===== config.mk =====
export PLATFORM = sky130hd
export DESIGN_NAME = mem_arbiter
export DESIGN_NICKNAME = d
export VERILOG_FILES = /design/src/rtl/mem_arbiter_pkg.sv /design/src/rtl/mem_arb_pick.sv /design/src/rtl/mem_arbiter.sv
export SDC_FILE = /design/constraint.sdc
export NUM_CORES = 1
export LEC_CHECK = 0
export ABC_AREA = 1
export BUFFER_PORTS_ARGS = -buffer_cell sky130_fd_sc_hd__buf_2
export CAP_MARGIN = 20
export CORE_ASPECT_RATIO = 1.25
export CORE_MARGIN = 1.5
export CORE_UTILIZATION = 52
export DETAILED_ROUTE_END_ITERATION = 7
export PLACE_DENSITY = 0.8
export SYNTH_ARGS = -nofsm -noshare
export SYNTH_HDL_FRONTEND = slang
export SYNTH_SLANG_ARGS = --single-unit
export TNS_END_PERCENT = 20

===== constraint.sdc =====
create_clock -name clk -period 8.8 [get_ports clk]
set_clock_uncertainty 0.2 [all_clocks]
set_input_delay 0.44 -clock clk [delete_from_list [all_inputs] [get_ports clk]]
set_output_delay 0.44 -clock clk [all_outputs]
set_load 0.02 [all_outputs]

===== src/rtl/mem_arbiter_pkg.sv =====
// Shared definitions for the instruction/data memory arbiter: FSM state
// encoding and requester identifiers.
package mem_arbiter_pkg;

   typedef enum logic [1:0] {
      IDLE = 2'd0,
      BUSY = 2'd1,
      RESP = 2'd2
   } state_t;

   typedef logic req_id_t;

   localparam req_id_t REQ_IF = 1'b0;
   localparam req_id_t REQ_D  = 1'b1;

endpackage


===== src/rtl/mem_arb_pick.sv =====
// Grant selection between the fetch and data requesters. Data is preferred,
// except that a waiting fetch wins once the data streak reaches its limit.
module mem_arb_pick
   import mem_arbiter_pkg::*;
#(
   parameter int MAX_DSTREAK = 4
) (
   input  logic       if_req,
   input  logic       d_req,
   input  logic [3:0] streak,
   output req_id_t    grant
);

   localparam logic [3:0] STREAK_MAX = 4'(MAX_DSTREAK);

   // Choose the requester that owns the next memory transaction.
   always_comb begin
      grant = REQ_D;
      if (if_req && !d_req) begin
         grant = REQ_IF;
      end else if (if_req && (streak == STREAK_MAX)) begin
         grant = REQ_IF;
      end else begin
         grant = REQ_D;
      end
   end

endmodule


===== src/rtl/mem_arbiter.sv =====
// Arbiter sharing one unified memory between an instruction-fetch port and a
// data port. One transaction at a time: grant in IDLE, MEM_LAT cycles in BUSY,
// one RESP cycle carrying the done pulse.
module mem_arbiter
   import mem_arbiter_pkg::*;
#(
   parameter int MEM_LAT     = 2,
   parameter int MAX_DSTREAK = 4
) (
   input  logic        clk,
   input  logic        rst,
   input  logic        if_req,
   input  logic [31:0] if_addr,
   output logic        if_done,
   output logic [31:0] if_rdata,
   input  logic        d_req,
   input  logic        d_we,
   input  logic [31:0] d_addr,
   input  logic [31:0] d_wdata,
   output logic        d_done,
   output logic [31:0] d_rdata,
   output logic [31:0] mem_addr,
   output logic [31:0] mem_wdata,
   output logic        mem_read,
   output logic        mem_write,
   input  logic [31:0] mem_rdata
);

   localparam logic [3:0] LAT_M1 = 4'(MEM_LAT - 1);

   state_t      state_r,  state_s;
   logic [3:0]  cnt_r,    cnt_s;
   logic [3:0]  streak_r, streak_s;
   req_id_t     gid_r,    gid_s;
   logic [31:0] addr_r,   addr_s;
   logic [31:0] wdata_r,  wdata_s;
   logic        we_r,     we_s;
   logic [31:0] d_rdata_r;
   logic [31:0] mem_addr_s, mem_wdata_s;
   logic        mem_read_s, mem_write_s;
   logic        last_busy_s;
   req_id_t     pick_s;

   mem_arb_pick #(.MAX_DSTREAK(MAX_DSTREAK)) u_pick (
      .if_req (if_req),
      .d_req  (d_req),
      .streak (streak_r),
      .grant  (pick_s)
   );

   assign last_busy_s = (state_r == BUSY) && (cnt_r == 4'd0);

   // A store leaves the load-data register untouched but reports zero data.
   assign d_rdata = we_r ? 32'd0 : d_rdata_r;

   // Next-state, grant latching and next-cycle memory strobes.
   always_comb begin
      state_s     = state_r;
      cnt_s       = cnt_r;
      streak_s    = streak_r;
      gid_s       = gid_r;
      addr_s      = addr_r;
      wdata_s     = wdata_r;
      we_s        = we_r;
      mem_addr_s  = 32'd0;
      mem_wdata_s = 32'd0;
      mem_read_s  = 1'b0;
      mem_write_s = 1'b0;
      case (state_r)
         IDLE: begin
            if (if_req || d_req) begin
               state_s = BUSY;
               cnt_s   = LAT_M1;
               gid_s   = pick_s;
               if (pick_s == REQ_D) begin
                  addr_s   = d_addr;
                  wdata_s  = d_wdata;
                  we_s     = d_we;
                  streak_s = if_req ? (streak_r + 4'd1) : streak_r;
               end else begin
                  addr_s   = if_addr;
                  wdata_s  = 32'd0;
                  we_s     = 1'b0;
                  streak_s = 4'd0;
               end
               mem_addr_s  = addr_s;
               mem_wdata_s = wdata_s;
               mem_read_s  = !we_s;
               // With a one-cycle latency the first BUSY cycle is also the last.
               mem_write_s = we_s && (cnt_s == 4'd0);
            end else begin
               state_s = IDLE;
            end
         end
         BUSY: begin
            if (cnt_r != 4'd0) begin
               cnt_s       = cnt_r - 4'd1;
               mem_addr_s  = addr_r;
               mem_wdata_s = wdata_r;
               mem_read_s  = !we_r;
               mem_write_s = we_r && (cnt_s == 4'd0);
            end else begin
               state_s = RESP;
            end
         end
         RESP: begin
            state_s = IDLE;
         end
         default: begin
            state_s = IDLE;
         end
      endcase
   end

   // State, latched transaction, registered memory strobes, done and read data.
   always_ff @(posedge clk or posedge rst) begin
      if (rst) begin
         state_r   <= IDLE;
         cnt_r     <= 4'd0;
         streak_r  <= 4'd0;
         gid_r     <= REQ_IF;
         addr_r    <= 32'd0;
         wdata_r   <= 32'd0;
         we_r      <= 1'b0;
         d_rdata_r <= 32'd0;
         if_rdata  <= 32'd0;
         if_done   <= 1'b0;
         d_done    <= 1'b0;
         mem_addr  <= 32'd0;
         mem_wdata <= 32'd0;
         mem_read  <= 1'b0;
         mem_write <= 1'b0;
      end else begin
         state_r   <= state_s;
         cnt_r     <= cnt_s;
         streak_r  <= streak_s;
         gid_r     <= gid_s;
         addr_r    <= addr_s;
         wdata_r   <= wdata_s;
         we_r      <= we_s;
         mem_addr  <= mem_addr_s;
         mem_wdata <= mem_wdata_s;
         mem_read  <= mem_read_s;
         mem_write <= mem_write_s;
         if_done   <= last_busy_s && (gid_r == REQ_IF);
         d_done    <= last_busy_s && (gid_r == REQ_D);
         if (last_busy_s && (gid_r == REQ_IF)) begin
            if_rdata <= mem_rdata;
         end else begin
            if_rdata <= if_rdata;
         end
         if (last_busy_s && (gid_r == REQ_D) && !we_r) begin
            d_rdata_r <= mem_rdata;
         end else begin
            d_rdata_r <= d_rdata_r;
         end
      end
   end

endmodule


==> run_results.csv <==
group,metric,value,unit
cts,clock_latency_on_the_worst_skew_pair,490,ps
global_routing,grt_first_pass_wirelength,35200,um
cts,cts_made_buffers,20,
pwr,vdd_drop_max,214,uV
cts,post-cts-setup-buffers,0,
critical_path,setup.worst_path.start_class,"flip-flop",
die,fp.dieW,120,um
global_routing,antenna_found_initial,0,
timing,max-slew-margin-rel,29.7,%
cts,post_cts_resize_count,0,
cts,cts_num_sinks,208,
finish,final_cell_mix,"370 x nand2_1, 264 x buf_2, 208 x dfrtp_1",
worst_hold_path,holdCritPathClass,"in -> reg",
pwr,overall_power_after_layout,4260,uW
finish,area_growth_syn_to_layout,27.9,%
routing,post-route-drc-count,0,
critical_path,cpPeakStageDelay,640,ps
yosys,synthesis.nets,1183,
yosys,synth_cell_type_count,24,
pwr,comb_power_share,42.3,%
critical_path,path_delay_family,"simple AND/OR/NAND/NOR gates",
cts,clkSlewWorstSetupHoldPaths,60,ps
pwr,static-leakage-power,0.00660,uW
critical_path,timing.critical_path.buf_inv,2,
finish,seqCellArea,5200,um2
pwr,switchingPower,1800,uW
yosys,avgSynthCellArea,8.47,um2
routing,avgViaCountPerCell,5.04,
job,cap_violations,0,
critical_path,crit_path_frequent_cell,"nand2_1",
die,die_height,149,um
timing,setup_violations,0,
global_routing,grt-ovfl-total,0,
pwr,netSwitchingFraction,42.3,%
cts,tritoncts,"yes",
routing,vias,7854,
timing,setup_tns,0,ps
die,dieArea,17800,um2
timing,report.final.hold_viol_count,0,
finish,finalNetCount,1462,
timing,grt_setup_unrepaired,"no",
yosys,seq_area_frac_synth,58.7,%
finish,multi_input_comb_area,2790,um2
critical_path,path_max_fanout,35,
yosys,post_synthesis_cell_type_with_the_largest_combined_area,"dfrtp_1",
global_routing,grt_pass1_vias,7490,
place,place.port_buffers,264,
yosys,mappedNetlistArea,8860,um2
cts,clockBufferDepth,3,
critical_path,end_kind,"flip-flop",
critical_path,cpMaxStageDelayCell,"inv_2",
routing,wl,22100,um
place,post-place-ws,5620,ps
die,floorplan.rows,53,
die,core-area,16800,um2
pwr,power_per_cell_area,376,nW/um2
critical_path,crit_type,"reg -> reg",
timing,timing_max_transition_violations_final,0,
pwr,clock_power_share,20.2,%
yosys,synthTopCellsByArea,"dfrtp_1 59%, nand2_1 16%, nand3_1 5.9%",
critical_path,arrival,3280,ps
routing,detail-route-antenna-nets,0,
critical_path,cp_cell_sequence,"inv_1 > ha_1 > nand3_4 > nor2_8 > nand2_2 > inv_2 > nand2_1 > nand2_1",
finish,share_of_final_layout_standard_cells_stronger_than_drive_strength_1,23.8,%
finish,leading_cell_type_in_the_layout_fill_and_taps_excluded,"nand2_1",
place,gpl.final_weighted_congestion,0.801,
finish,antenna_cells_inserted,0,
critical_path,critical_path_required,9020,ps
yosys,yosys_warnings,0,
die,start_util,52.8,%
pwr,sequentialPowerShare,37.5,%
cts,root_buffer_cell,"clkbuf_16",
cts,h-tree-depth,1,
timing,timing.hold.ws,11.1,ps
global_routing,grt.total_usage,24.2,%
routing,wl_per_cell,14.2,um
timing,fmaxAchievable,0.327,GHz
yosys,synth_seq_cells,208,
timing,timing_worst_slew_pin_value,1050,ps
routing,detail_route.first_pass.iterations,5,
die,io_pins,265,
routing,initialDrtViolationCount,572,
global_routing,grt_max_degree,134,
place,place_hpwl,13800,um
yosys,yosys.area.top_type_share,58.7,%
run_status,run_status,"completed",
yosys,syn_inst,1046,
pwr,p_int,2460,uW
finish,num-fill-cells,1317,
timing,fin_crit,3050,ps
timing,postLayoutSetupSlackWorst,5750,ps
timing,min_period_over_period,34.7,%
[what timing repair did]
| item | in CTS | in global routing |
|---|---|---|
| endpoints found under the setup margin | 0 | 0 |
| hold endpoints to repair | 91 | 0 |
| hold buffers | 45 | 0 |
[cells by family (layout without fill, tap and decap cells)]
family          count (synthesis)  after routing  synth area share (%)
compound gates                 73             73                  4.28
fa+ha+maj                       4              4                 0.565
simple gates                  554            554                  26.4
flops                         208            208                  58.7
xor+xnor                        2              2                 0.198
buf+inv                       205            497                  9.80
[Yosys cell counts]
library cell / count
nand2_1: 371
dfrtp_1: 208
inv_1: 138
nand3_1: 105
o21ai_1: 52
nor2_1: 36
nand4_1: 34
buf_2: 28
clkbuf_1: 20
o21ai_0: 18
buf_4: 7
inv_2: 6
buf_6: 5
ha_1: 4
nand2_2: 3
nor2_2: 2
o22ai_1: 2
clkinv_1: 1
nand3_4: 1
nor2_8: 1
nor3_1: 1
o21ai_4: 1
xnor2_1: 1
xor2_1: 1
[sequential cells by signal (all words and copies together) (netlist names)]
register / count
addr_r: 32
d_rdata_r: 32
if_rdata: 32
mem_addr: 32
mem_wdata: 32
wdata_r: 32
cnt_r: 4
streak_r: 4
state_r: 2
d_done: 1
gid_r: 1
if_done: 1
mem_read: 1
mem_write: 1
we_r: 1
[metal layers]
| metal | GRT usage [%] | vias up | share of wire (%) |
|---|---|---|---|
| met2 | 42.8 | 318 | 51 |
| li1 | - | 3780 | - |
| met1 | 30.2 | 3706 | 40 |
| met5 | 0 | - | 0 |
| met4 | 8.81 | 0 | 2.8 |
| met3 | 3.78 | 50 | 6.1 |
[power groups by stage]
| stage | clock network, uW | logic, uW | registers (uW) |
|---|---|---|---|
| 2_1_floorplan | 0 | 1030 | 1820 |
| 3_3_place_gp | 0 | 1710 | 1590 |
| 3_5_place_dp | 0 | 1770 | 1610 |
| 4_1_cts | 875 | 1800 | 1600 |
| 5_1_grt | 914 | 1990 | 1640 |
| 6_report | 859 | 1800 | 1600 |
[path summary, 6_finish.rpt]
path,endpoint,cells after the start,slack (ps),startpoint
max in group asynchronous,wdata_r[10],4,6460,rst
hold reg to reg,d_rdata_r[0],2,270,d_rdata_r[0]
setup / recovery,if_rdata[15],8,5750,cnt_r[0]
min in group asynchronous,if_rdata[25],3,490,rst
setup reg to reg,if_rdata[15],8,5750,cnt_r[0]
hold / removal,wdata_r[27],3,10,d_wdata[27]
[through the flow]
| stage | util, % | instances | area (um2) |
|---|---|---|---|
| after detailed placement | 60.8 | 1477 | 10200 |
| after CTS | 67.4 | 1557 | 11300 |
| final | 67.5 | 1558 | 11300 |
| after global routing | 67.5 | 1558 | 11300 |
| after global placement | 60.7 | 1476 | 10200 |
| after floorplan | - | 1046 | 8860 |
[area by class of cell]
type	count	share of cell area, %
clock buffers	30	5.38
well taps	220	2.43
repair buffers	317	16.3
inverters	145	4.87
flip-flops and latches	208	45.9
clock inverters	5	0.442
multi-input cells	633	24.6
[tightest hold or removal path, cell delays in order]
cell     delay, ps
buf_2          100
inv_1           60
o21ai_1         60
(Power assumes the default switching activity.)
